--- src/rtl/imem_fetch_pkg.sv ---
// Shared types and constants for the byte-serial instruction fetch arbiter.
// Every block that touches fetch state or port ids imports this package.
package imem_fetch_pkg;

    localparam int BYTE_W = 8;
    localparam int BEATS  = 4;

    typedef enum logic [1:0] {
        IDLE,
        FETCH,
        DRAIN,
        RESP
    } state_t;

    typedef logic port_id_t;

endpackage

--- src/rtl/imem_fetch_arbiter_rr_arb2.sv ---
// Two-request round-robin arbiter. On a tie, the port that did not win last time
// gets the grant. The history bit only advances when a grant actually happens.
module rr_arb2
    import imem_fetch_pkg::*;
(
    input  logic       clk,
    input  logic       rst_n,
    input  logic [1:0] req,
    input  logic       grant_en,
    output logic [1:0] gnt,
    output port_id_t   gnt_id
);

    port_id_t last;

    always_comb begin
        gnt    = 2'b00;
        gnt_id = 1'b0;
        if (grant_en && (req != 2'b00)) begin
            gnt_id = (req == 2'b11) ? ~last : req[1];
            gnt    = gnt_id ? 2'b10 : 2'b01;
        end
    end

    // Reset to port 1 so that port 0 wins the first tie.
    always_ff @(posedge clk or negedge rst_n) begin
        if (!rst_n) begin
            last <= 1'b1;
        end else if (grant_en && (req != 2'b00)) begin
            last <= gnt_id;
        end
    end

endmodule

--- src/rtl/imem_fetch_arbiter.sv ---
// Shares one byte-wide synchronous ROM port between two requesters. Each transaction
// reads four bytes and returns one big-endian 32-bit word to the port that was granted.
module imem_fetch_arbiter
    import imem_fetch_pkg::*;
#(
    parameter int ADDRESS_WIDTH = 16,
    parameter int DATA_WIDTH    = 32
) (
    input  logic                     clk,
    input  logic                     rst_n,
    input  logic                     req0,
    input  logic                     req1,
    input  logic [ADDRESS_WIDTH-1:0] addr0,
    input  logic [ADDRESS_WIDTH-1:0] addr1,
    output logic                     rsp_valid0,
    output logic                     rsp_valid1,
    output logic [DATA_WIDTH-1:0]    rsp_data0,
    output logic [DATA_WIDTH-1:0]    rsp_data1,
    output logic                     busy,
    output logic                     mem_rd,
    output logic [ADDRESS_WIDTH-1:0] mem_addr,
    input  logic [BYTE_W-1:0]        mem_rdata
);

    if (DATA_WIDTH != BEATS * BYTE_W) begin : g_width_check
        $error("imem_fetch_arbiter: DATA_WIDTH must be exactly four bytes");
    end

    state_t                   state, state_next;
    logic [2:0]               beat, beat_next;
    logic [ADDRESS_WIDTH-1:0] base, base_next;
    port_id_t                 port, port_next;
    logic [DATA_WIDTH-1:0]    asm_word, asm_next;
    logic                     mem_rd_next, busy_next;
    logic [ADDRESS_WIDTH-1:0] mem_addr_next;
    logic [1:0]               rsp_valid_next;
    logic [DATA_WIDTH-1:0]    rsp_data0_next, rsp_data1_next;
    logic [1:0]               gnt;
    port_id_t                 gnt_id;
    logic                     grant_en;

    assign grant_en = (state == IDLE);

    rr_arb2 u_arb (
        .clk      (clk),
        .rst_n    (rst_n),
        .req      ({req1, req0}),
        .grant_en (grant_en),
        .gnt      (gnt),
        .gnt_id   (gnt_id)
    );

    always_ff @(posedge clk or negedge rst_n) begin
        if (!rst_n) begin
            state      <= IDLE;
            beat       <= 3'd0;
            base       <= '0;
            port       <= 1'b0;
            asm_word   <= '0;
            mem_rd     <= 1'b0;
            mem_addr   <= '0;
            busy       <= 1'b0;
            rsp_valid0 <= 1'b0;
            rsp_valid1 <= 1'b0;
            rsp_data0  <= '0;
            rsp_data1  <= '0;
        end else begin
            state      <= state_next;
            beat       <= beat_next;
            base       <= base_next;
            port       <= port_next;
            asm_word   <= asm_next;
            mem_rd     <= mem_rd_next;
            mem_addr   <= mem_addr_next;
            busy       <= busy_next;
            rsp_valid0 <= rsp_valid_next[0];
            rsp_valid1 <= rsp_valid_next[1];
            rsp_data0  <= rsp_data0_next;
            rsp_data1  <= rsp_data1_next;
        end
    end

    // All outputs are registered, so each state computes what the ROM port and
    // the response registers must show during the following cycle.
    always_comb begin
        state_next     = state;
        beat_next      = beat;
        base_next      = base;
        port_next      = port;
        asm_next       = asm_word;
        mem_rd_next    = 1'b0;
        mem_addr_next  = mem_addr;
        rsp_valid_next = 2'b00;
        rsp_data0_next = rsp_data0;
        rsp_data1_next = rsp_data1;

        case (state)
            IDLE: begin
                if (gnt != 2'b00) begin
                    port_next     = gnt_id;
                    base_next     = gnt_id ? addr1 : addr0;
                    beat_next     = 3'd0;
                    mem_rd_next   = 1'b1;
                    mem_addr_next = gnt_id ? addr1 : addr0;
                    state_next    = FETCH;
                end
            end
            FETCH: begin
                beat_next = beat + 3'd1;
                // Read data lags the read by one cycle, so beat 0 has nothing to capture yet.
                if (beat != 3'd0) begin
                    asm_next = {asm_word[DATA_WIDTH-BYTE_W-1:0], mem_rdata};
                end
                if (beat == 3'(BEATS - 1)) begin
                    state_next = DRAIN;
                end else begin
                    mem_rd_next   = 1'b1;
                    mem_addr_next = base + ADDRESS_WIDTH'(beat + 3'd1);
                end
            end
            DRAIN: begin
                asm_next = {asm_word[DATA_WIDTH-BYTE_W-1:0], mem_rdata};
                rsp_valid_next[port] = 1'b1;
                if (port) begin
                    rsp_data1_next = asm_next;
                end else begin
                    rsp_data0_next = asm_next;
                end
                state_next = RESP;
            end
            RESP: begin
                state_next = IDLE;
            end
            default: begin
                state_next = IDLE;
            end
        endcase
    end

    assign busy_next = (state_next != IDLE);

endmodule

--- config.mk ---
export PLATFORM = sky130hd
export DESIGN_NAME = imem_fetch_arbiter
export DESIGN_NICKNAME = d
export VERILOG_FILES = /design/src/rtl/imem_fetch_pkg.sv /design/src/rtl/imem_fetch_arbiter_rr_arb2.sv /design/src/rtl/imem_fetch_arbiter.sv
export SDC_FILE = /design/constraint.sdc
export NUM_CORES = 1
export LEC_CHECK = 0
export CORE_MARGIN = 1
export CORE_UTILIZATION = 25
export DETAILED_ROUTE_END_ITERATION = 16
export PLACE_DENSITY = 0.45
export SLEW_MARGIN = 10
export SYNTH_ARGS = -nofsm -noshare
export SYNTH_HDL_FRONTEND = slang
export SYNTH_SLANG_ARGS = --single-unit
--- constraint.sdc ---
create_clock -name clk -period 3.4 [get_ports clk]
set_clock_uncertainty 0.1 [all_clocks]
set_input_delay 0.68 -clock clk [delete_from_list [all_inputs] [get_ports clk]]
set_output_delay 0.68 -clock clk [all_outputs]
set_load 0.005 [all_outputs]
---- Yosys cells after proc, flatten, opt, wreduce, memory -nomap -nowiden ----
Cells that the tools add are included.
operators by class
  $add $sub $neg .......................... 3
  magnitude comparators ................... 2
  equality and inequality tests ........... 8
  muxes and demuxes ....................... 21
  bitwise gates (word level) .............. 2
  reductions and logical operators ........ 15
operators by type and width
  kind                                                                  count
  16-bit two-way mux                                                    3
  24-bit one-hot mux with 2 select lines                                1
  16-bit one-hot mux with 2 select lines                                1
  24-bit two-way mux                                                    1
  16-bit by 4-bit adder with 16-bit output                              1
  2-bit two-way mux                                                     5
  2-bit AND reduction                                                   5
  2-bit nonzero test                                                    5
  2-bit one-hot mux with 4 select lines                                 1
  2-bit == test, second input constant                                  3
  2-bit inequality test, second input constant                          3
  3-bit one-hot mux with 2 select lines                                 1
  1-bit two-way mux                                                     5
  3-bit by 1-bit adder with 4-bit output, second input constant         1
  3-bit by 1-bit adder with 3-bit output, second input constant         1
  3-bit by 2-bit == test with 1-bit output, second input constant       1
  3-bit two-way mux                                                     1
  3-bit AND reduction                                                   1
  3-bit nonzero test                                                    1
  2-bit by 1-bit == test with 1-bit output, second input constant       1
  1-bit logical AND                                                     2
  2-bit logical NOT                                                     1
  1-bit by 2-bit < comparator with 1-bit output, second input constant  1
  1-bit inverter                                                        2
  3 further kinds                                                       3
storage, ports and cells
  bits in registers ....................... 131
  input bits .............................. 44
  word-level logic and storage cells ...... 64

---- Longest topological paths before layout ----
  depth in word-level cells ............... 8
  gate-level depth with buffers ........... 9

---- Modules after synthesis ----
A second synthesis with hierarchy kept.
unflattened totals
  cell total of the unflattened synthesis .. 483
  area, all modules ....................... 5549.1 µm²
by module, submodules not included
  module              instances  cells each  area an instance (µm²)  seq. area each (µm²)
  imem_fetch_arbiter  1          474         5479.0                  3253.1
  rr_arb2             1          9           70.1                    26.3

---- Worst setup path before layout ----
No wires, ideal clock.
  kind .................................... reg-to-reg
  from .................................... reg beat[0]
  to ...................................... reg mem_addr[12]
  arrival time ............................ 1.856 ns
  path slack .............................. 1.318 ns
  cell stages (with the launch flop) ...... 10
  buffers on the path ..................... 0
  cell sequence ........................... dfrtp_1 inv_1 ha_1 inv_1 fa_1 a21oi_1 nor4_2 nand3_1 xnor2_1 a221o_1
on the way
  longest elaborated chain between the ends .. 4
RTL lines
  element                                   line                       source
  start: declaration                        imem_fetch_arbiter.sv:30   logic [2:0] beat, beat_next;
  start signal: assignment                  imem_fetch_arbiter.sv:69   beat <= beat_next;
  3-bit by 1-bit adder with 4-bit output    imem_fetch_arbiter.sv:118  mem_addr_next = base + ADDRESS_WIDTH'(beat + 3'd1);
  16-bit by 4-bit adder with 16-bit output  imem_fetch_arbiter.sv:118
  16-bit two-way mux                        imem_fetch_arbiter.sv:114  if (beat == 3'(BEATS - 1)) begin
  16-bit one-hot mux with 2 select lines    imem_fetch_arbiter.sv:97   case (state)
  end signal: assignment                    imem_fetch_arbiter.sv:74   mem_addr <= mem_addr_next;
  end: declaration                          imem_fetch_arbiter.sv:21   output logic [ADDRESS_WIDTH-1:0] mem_addr,
Several ways; a longest one is shown, not always the timed one. The select of a mux whose other input is x is not followed.
A chain may end at the register's enable or synchronous reset.

---- Worst setup path in the final report ----
Same ends and word-level chain as after synthesis.

==> tab_implementation.tex <==
\begin{tabular}{lr}
\hline
Metric & Value \\
\hline
\multicolumn{2}{l}{\textbf{Outcome}} \\
\quad Run status & finished, final reports clean \\
\multicolumn{2}{l}{\textbf{Floorplan}} \\
\quad Row count & between 50 and 60 \\
\quad I/O pin count & roughly 130 \\
\quad Area of the die & approximately 23,000 µm² \\
\quad Die H & about 150 µm \\
\quad Starting Density & between 20 and 30\% \\
\quad Placeable core region & about 22,000 µm² \\
\quad Chip Width & around 150 µm \\
\multicolumn{2}{l}{\textbf{CTS}} \\
\quad H-tree depth reported by CTS & 4 \\
\quad Clk\_lat worst skew & approximately 0.42 ns \\
\quad Root cell of the clock tree & sky130\_fd\_sc\_hd\_\_clkbuf\_16 \\
\quad TritonCTS buffer count & 17 \\
\quad CTS tree & done \\
\quad TritonCTS sink count & around 130 \\
\quad Gates resized, CTS repair & 0 \\
\quad Post-CTS Setup Bufs & 0 \\
\quad Maximum buffer depth of the clock tree & 2 \\
\quad Hold buffers post-CTS & 0 \\
\quad Clock-pin slew reported for the worst setup and hold paths after clock tree synthesis & around 0.06 ns \\
\multicolumn{2}{l}{\textbf{Detailed routing}} \\
\quad Average vias per placed instance & about 4.4 \\
\quad Iter 0 DRT Violations & 120 \\
\quad Via count & around 3,600 \\
\quad Post-route ant nets & 0 \\
\quad Routed len/inst & 15.9 µm \\
\quad DRC violation count after routing & 0 \\
\quad Drt first pass iters & 4 \\
\quad Drt total wl & 13,200 µm \\
\multicolumn{2}{l}{\textbf{Critical path}} \\
\quad Cell seen most often among critical-path stages & sky130\_fd\_sc\_hd\_\_inv\_1 \\
\quad Highest net fanout along the worst path & 4 \\
\quad Data required time of the worst path & $\sim$3.6 ns \\
\quad Kind of start point of the critical path & flop \\
\quad Crit path arrival time & 2.56 ns \\
\quad Cell at the slowest stage of the critical path & sky130\_fd\_sc\_hd\_\_nor4\_2 \\
\quad Type of destination of the critical path & flop \\
\quad Max stage delay on crit path & approximately 0.44 ns \\
\quad Cells along the critical path & inv\_1 -> ha\_1 -> inv\_1 -> fa\_1 -> a21oi\_1 -> nor4\_2 -> nand3\_1 -> xnor2\_1 -> a221o\_1 \\
\quad Class of the most critical setup path & reg -> reg \\
\multicolumn{2}{l}{\textbf{Placed design}} \\
\quad Total of buffers placed on input and output ports & 127 \\
\quad Weighted congestion reported at the end of routability-driven placement & between 0.7 and 0.8 \\
\quad Half-perimeter wire length after detailed placement & between 9000 and 10,000 µm \\
\quad Placed insts & 800 \\
\multicolumn{2}{l}{\textbf{Yosys}} \\
\quad Seq/Total Area, Yosys & between 50\% and 60\% \\
\quad Post-synthesis net count & 454 \\
\quad Yosys reg bits & 131 \\
\quad Count of yosys warnings during synthesis & 0 \\
\quad Number of library cell types mapped by synthesis & 46 \\
\quad Post-synth top area cell & sky130\_fd\_sc\_hd\_\_dfrtp\_1 \\
\quad Dominant cells by area after synthesis & sky130\_fd\_sc\_hd\_\_dfrtp\_1, sky130\_fd\_sc\_hd\_\_mux2\_2, sky130\_fd\_sc\_hd\_\_mux2i\_1, sky130\_fd\_sc\_hd\_\_nand2\_1, sky130\_fd\_sc\_hd\_\_ha\_1 \\
\quad Asr flop ratio synth & between 90\% and 100\% \\
\quad Top post-synthesis cells by count & sky130\_fd\_sc\_hd\_\_dfrtp\_1, sky130\_fd\_sc\_hd\_\_mux2\_2, sky130\_fd\_sc\_hd\_\_nand2\_1 \\
\quad Dominant cell by count in the synthesized netlist & sky130\_fd\_sc\_hd\_\_dfrtp\_1 \\
\quad Number of enable-type register cells in the synthesized netlist & 0 \\
\quad Synthesized instance count & 403 \\
\quad Total standard cell area after synthesis & about 5500 µm² \\
\quad Synth Area per Inst & around 14 µm² \\
\quad Top\_reg\_cell synth & sky130\_fd\_sc\_hd\_\_dfrtp\_1 \\
\quad Share of Yosys cell area claimed by the top area cell type & 58.8\% \\
\multicolumn{2}{l}{\textbf{Global route}} \\
\quad Largest net degree at the start of global routing & between 70 and 80 \\
\quad Via count of the first global-routing pass & approximately 3,800 \\
\quad Antenna violations before repair & 0 \\
\quad First-pass GRT wire length & roughly 21,000 µm \\
\quad All-Layer GR Usage & 12.4\% \\
\quad Final global-route overflow total & 0 \\
\multicolumn{2}{l}{\textbf{Timing}} \\
\quad Setup TNS & 0 ns \\
\quad Max\_slew headroom & between 50 and 60\% \\
\quad Unrepaired setup endpoints after global routing & no \\
\quad Portion of the clock cycle consumed by the worst path in the final layout & 69.4\% \\
\quad Total setup violations reported at the end of the flow & 0 \\
\quad Period minus WS final & about 2.4 ns \\
\quad Worst slew pin tran & 0.714 ns \\
\quad Hold Vio Cnt, Final & 0 \\
\quad Fmax & between 400 and 500 MHz \\
\quad Pins over their slew limit & 0 \\
\multicolumn{2}{l}{\textbf{Layout}} \\
\quad FILL cells & between 2,000 and 2,500 \\
\quad Fraction of layout cells with a size suffix above 1 & roughly a quarter \\
\quad Storage cell area & around 3300 µm² \\
\quad Count of nets after finishing & 590 \\
\quad Area grow syn2layout & 39.0\% \\
\quad Non-Filler Instances & about 830 \\
\quad Fraction of the core area covered by cells at the end of the flow & a little over a third \\
\quad Footprint of the multi-input gates & $\sim$2100 µm² \\
\quad N\_diodes & 0 \\
\multicolumn{2}{l}{\textbf{Power and ir drop}} \\
\quad Combinational Power Share & between 40\% and 50\% \\
\quad Relative contribution of the clock network to total power & between 20\% and 30\% \\
\quad Internal Dissipation & 5.30 mW \\
\quad Proportion of total power due to net switching & 32.9\% \\
\quad Net switching power of the design & $\sim$2.6 mW \\
\quad Part of the total power dissipated in sequential elements & 36.7\% \\
\quad Max VDD drop & slightly above 500 µV \\
\quad Total power density per cell area & 1030 nW/µm² \\
\quad Leak pwr & between 3 and 4 nW \\
\multicolumn{2}{l}{\textbf{Min path}} \\
\quad Class of the tightest hold or removal check & in -> async \\
\multicolumn{2}{l}{\textbf{Job}} \\
\quad Max-Cap Viols & 0 \\
\hline
\end{tabular}
[path summary, 6_finish.rpt]
path | from | endpoint | slack [ns] | depth (start not counted)
worst max-delay path | beat[0] | mem_addr[12] | 1.04 | 9
worst max register to register | beat[0] | mem_addr[12] | 1.04 | 9
worst min-delay path | rst_n | rsp_data1[5] | 0.21 | 1
worst min register to register | mem_addr[10] | mem_addr[10] | 0.39 | 2
max in group asynchronous | rst_n | u_arb.last | 2.26 | 2
min in group clk | mem_addr[10] | mem_addr[10] | 0.39 | 2
[per-layer routing]
metal	GRT usage, %	vias to the layer above	share of wire [%]
met5	0	-	0
li1	-	1705	-
met3	3.52	16	5.4
met1	16.3	1805	46
met4	4.45	0	1.2
met2	19.4	118	47
[cell usage in the layout (no fill, tap or decap), types with 3 or more instances in the layout]
cell type and instances:
sky130_fd_sc_hd__a21o_1 6, sky130_fd_sc_hd__a21oi_1 7, sky130_fd_sc_hd__inv_1 6, sky130_fd_sc_hd__nand2_1 34, sky130_fd_sc_hd__clkbuf_16 17, sky130_fd_sc_hd__nand3_1 4, sky130_fd_sc_hd__o21ai_1 8, sky130_fd_sc_hd__buf_4 6
sky130_fd_sc_hd__ha_1 6, sky130_fd_sc_hd__o21ai_0 11, sky130_fd_sc_hd__clkinvlp_4 4, sky130_fd_sc_hd__clkinv_4 3, sky130_fd_sc_hd__nand2b_1 3, sky130_fd_sc_hd__a22o_1 3, sky130_fd_sc_hd__nor2b_1 3, sky130_fd_sc_hd__clkdlybuf4s50_1 126
sky130_fd_sc_hd__xnor2_1 8, sky130_fd_sc_hd__dfrtp_1 130, sky130_fd_sc_hd__a221o_1 3, sky130_fd_sc_hd__mux2_2 92, sky130_fd_sc_hd__inv_6 5, sky130_fd_sc_hd__and3_1 3, sky130_fd_sc_hd__nor2_1 11, sky130_fd_sc_hd__mux2i_1 16
sky130_fd_sc_hd__xor2_1 5, sky130_fd_sc_hd__o221ai_1 3
[worst max-delay path: cells and delay by family (launching register included)]
family	cells	cell delay (ns)
compound gates	2	0.45
xor+xnor	1	0.15
fa+ha+maj	2	0.43
buf+inv	2	0.15
flops	1	0.39
simple gates	2	0.59
[cell families after synthesis]
kind of cell,synth area share (%)
buf+inv,2.74
flops,59.3
xor+xnor,2.06
mux,21.6
fa+ha+maj,1.72
simple gates,6.09
compound gates,6.47
[power groups by stage]
stage          combinational (mW)  clock (mW)  sequential [mW]
2_1_floorplan                1.86           0             2.82
3_3_place_gp                 3.22           0             2.93
3_5_place_dp                 3.28           0             2.95
4_1_cts                      3.29        1.85             2.93
5_1_grt                      3.55        1.92             3.04
6_report                     3.22        1.78             2.90
[state kept, by name, indices dropped and copies added, names as in the netlist, 2 cells and up]
name / cells
mem_addr: 16
rsp_data0: 32
asm_word: 24
rsp_data1: 32
beat: 3
state: 2
base: 16
[per-stage QoR]
step / setup slack [ns] / hold WS, ns / cell area (µm²) / total power, mW
after floorplan: 1.32 / 0.284 / 5530 / 4.67
after global placement: 0.781 / 0.372 / 7100 / 6.16
after detailed placement: 0.705 / 0.375 / 7100 / 6.23
after CTS: 0.974 / 0.215 / 7690 / 8.07
after global routing: 0.816 / 0.249 / 7690 / 8.51
final: 1.04 / 0.205 / 7690 / 7.90
[layout make-up]
class,instances,share of cell area (%)
clock buffer,18,5.71
clock inverter,14,1.87
inverter,7,0.407
multi-input combinational,248,27.4
sequential,131,42.7
tap,280,4.56
timing repair buffer,134,17.4
No activity file was read; power rests on OpenSTA's default activity.
==> RTL edit (config.mk and constraints unchanged) <==
Set the parameter `ADDRESS_WIDTH` to 15 (it was 16).
--- a/src/rtl/imem_fetch_arbiter.sv
+++ b/src/rtl/imem_fetch_arbiter.sv
@@ -4,5 +4,5 @@
     import imem_fetch_pkg::*;
 #(
-    parameter int ADDRESS_WIDTH = 16,
+    parameter int ADDRESS_WIDTH = 15,
     parameter int DATA_WIDTH    = 32
 ) (
Interface: changed (resized addr0, addr1 and mem_addr); port bits go from 128 to 125. The function was not compared with the original's and may differ.
==> RTL edit against the unedited design <==
Utilization increased by 0.21 points. Total power increased by 1.1%. Final area increased by 0.60%. Sequential cell count decreased by 2. Critical path type is now in -> reg. Sequential power about the same. Worst setup slack got worse by 0.15 ns. Wire length increased by 15%. Count of clock-buffer cells in the layout unchanged. Die area increased by 0.27%. Highest routed layer unchanged. Largest cell class unchanged. Area after synthesis increased by 0.27%. Critical path depth decreased by 4. Non-clock buffer count increased by 3.
==> RTL edit: results (changes against the unedited design) <==
outcome=completed; pin count of the biggest net entering global routing=45 (-42%); worst slack at placement=0.461 ns (-0.245 ns); multiplexer share of the synthesized area=0.123 (-0.0935); Mapped Nets=547 (+20%); met1 usage in global routing=0.181 (+0.0180); critical path arrival=2.72 ns (+0.16 ns); Worst IR Drop VDD=0.355 mV (-30%); family with the most delay on the worst path=compound AO/OA/AOI/OAI gates; final worst path period share=0.738 (+0.0437); slew at the pin closest to its max-slew limit=1.08 ns (+0.369 ns); slowest cell on the critical path=sky130_fd_sc_hd__a211oi_4; GR Util met2=0.239 (+0.0452); initial detailed-routing violation count=152 (+27%); Post-synth top cells=134 x sky130_fd_sc_hd__nand2_1, 128 x sky130_fd_sc_hd__dfrtp_1, 56 x sky130_fd_sc_hd__mux2_2; share of post-route cells with drive strength above 1=0.176 (-0.0846); post-synthesis instance total=498 (+24%); total placed instance area=0.00711 mm2 (+0.16%); NumNets Final=677 (+15%); startpoint of the worst register-to-register path=beat[1]; cell depth of the worst flop-to-flop path=5 (-4); number of distinct library cell variants in the gate-level netlist after synthesis=51 (+11%); CP max FO=17 (+13); routed length on met1=6890 um (+12%); root buffer selected by CTS=sky130_fd_sc_hd__clkbuf_16; async set-reset flop share out of synthesis=1.00 (unchanged); combined global-route utilization of all metal layers=0.144 (+0.0196); Detailed Routing Iterations Pass 1=5 (+1); count of synthesis-stage warnings from yosys=0 (unchanged); post-synthesis xor/xnor area fraction=0.00632 (-0.0143); Reg2Reg Setup Slack=1.09 ns (+0.05 ns); per-cell via count in the routed design=4.62 (+5.4%); met3 Resource Use GR=0.0404 (+0.00521); global-route wire length before repair=24600 um (+17%); via count of the first global-routing pass=4473 (+19%); count of input and output buffers=124 (-2.4%); per-cell routed wire length=16.5 um (+3.9%); worst hold slack=0.178 ns (-0.0279 ns); sum of net half-perimeters after detailed placement=10400 um (+14%); total leakage power=3.40 nW (+1.2%); max layer used=met4; met3 routed wirelength=854 um (+20%); placed insts=889 (+11%); r2r endpoint=mem_addr[13]; adder and majority cell fraction of the synthesized area=0.0171 (-0.0000466); largest cells by area after synthesis=sky130_fd_sc_hd__dfrtp_1 58%, sky130_fd_sc_hd__mux2_2 11%, sky130_fd_sc_hd__nand2_1 9.1%; non-filler cells, final=921 (+11%); final RePlAce weighted congestion=0.832 (+15%); proportion of synthesized chip area in sequential cells=0.582 (-0.0106); share of the synthesized area in compound gates (AO/OA/AOI/OAI)=0.0880 (+0.0233); fill count=2165 (+1.4%); class of the tightest hold or removal check=in -> async; Critical Path Source=req0; met2 routed WL=7320 um (+18%)
-- RTL edit: cell types whose count changed after synthesis, sizes merged, moves of 8 or more --
cell	unedited run	this run
mux2i	16	5
nor3	1	9
mux2	92	56
nand2	36	135
clkbuf	1	11
and3	3	13
o31ai	0	8
-- RTL edit: final cells by class --
class / count / area [um2] / area share
flip-flops and latches: 129 / 3230 / 0.418
clock buffers: 18 / 439 / 0.0568
clock inverters: 14 / 179 / 0.0231
repair buffers: 137 / 1350 / 0.174
inverters: 9 / 33.8 / 0.00437
well taps: 280 / 350 / 0.0453
multi-input cells: 334 / 2150 / 0.278
-- RTL edit: power breakdown --
part / internal [mW] / leakage [nW] / switching [mW]
registers: 2.31 / 1.57 / 0.591
clock network: 1.18 / 0.294 / 0.714
logic: 1.79 / 1.54 / 1.40
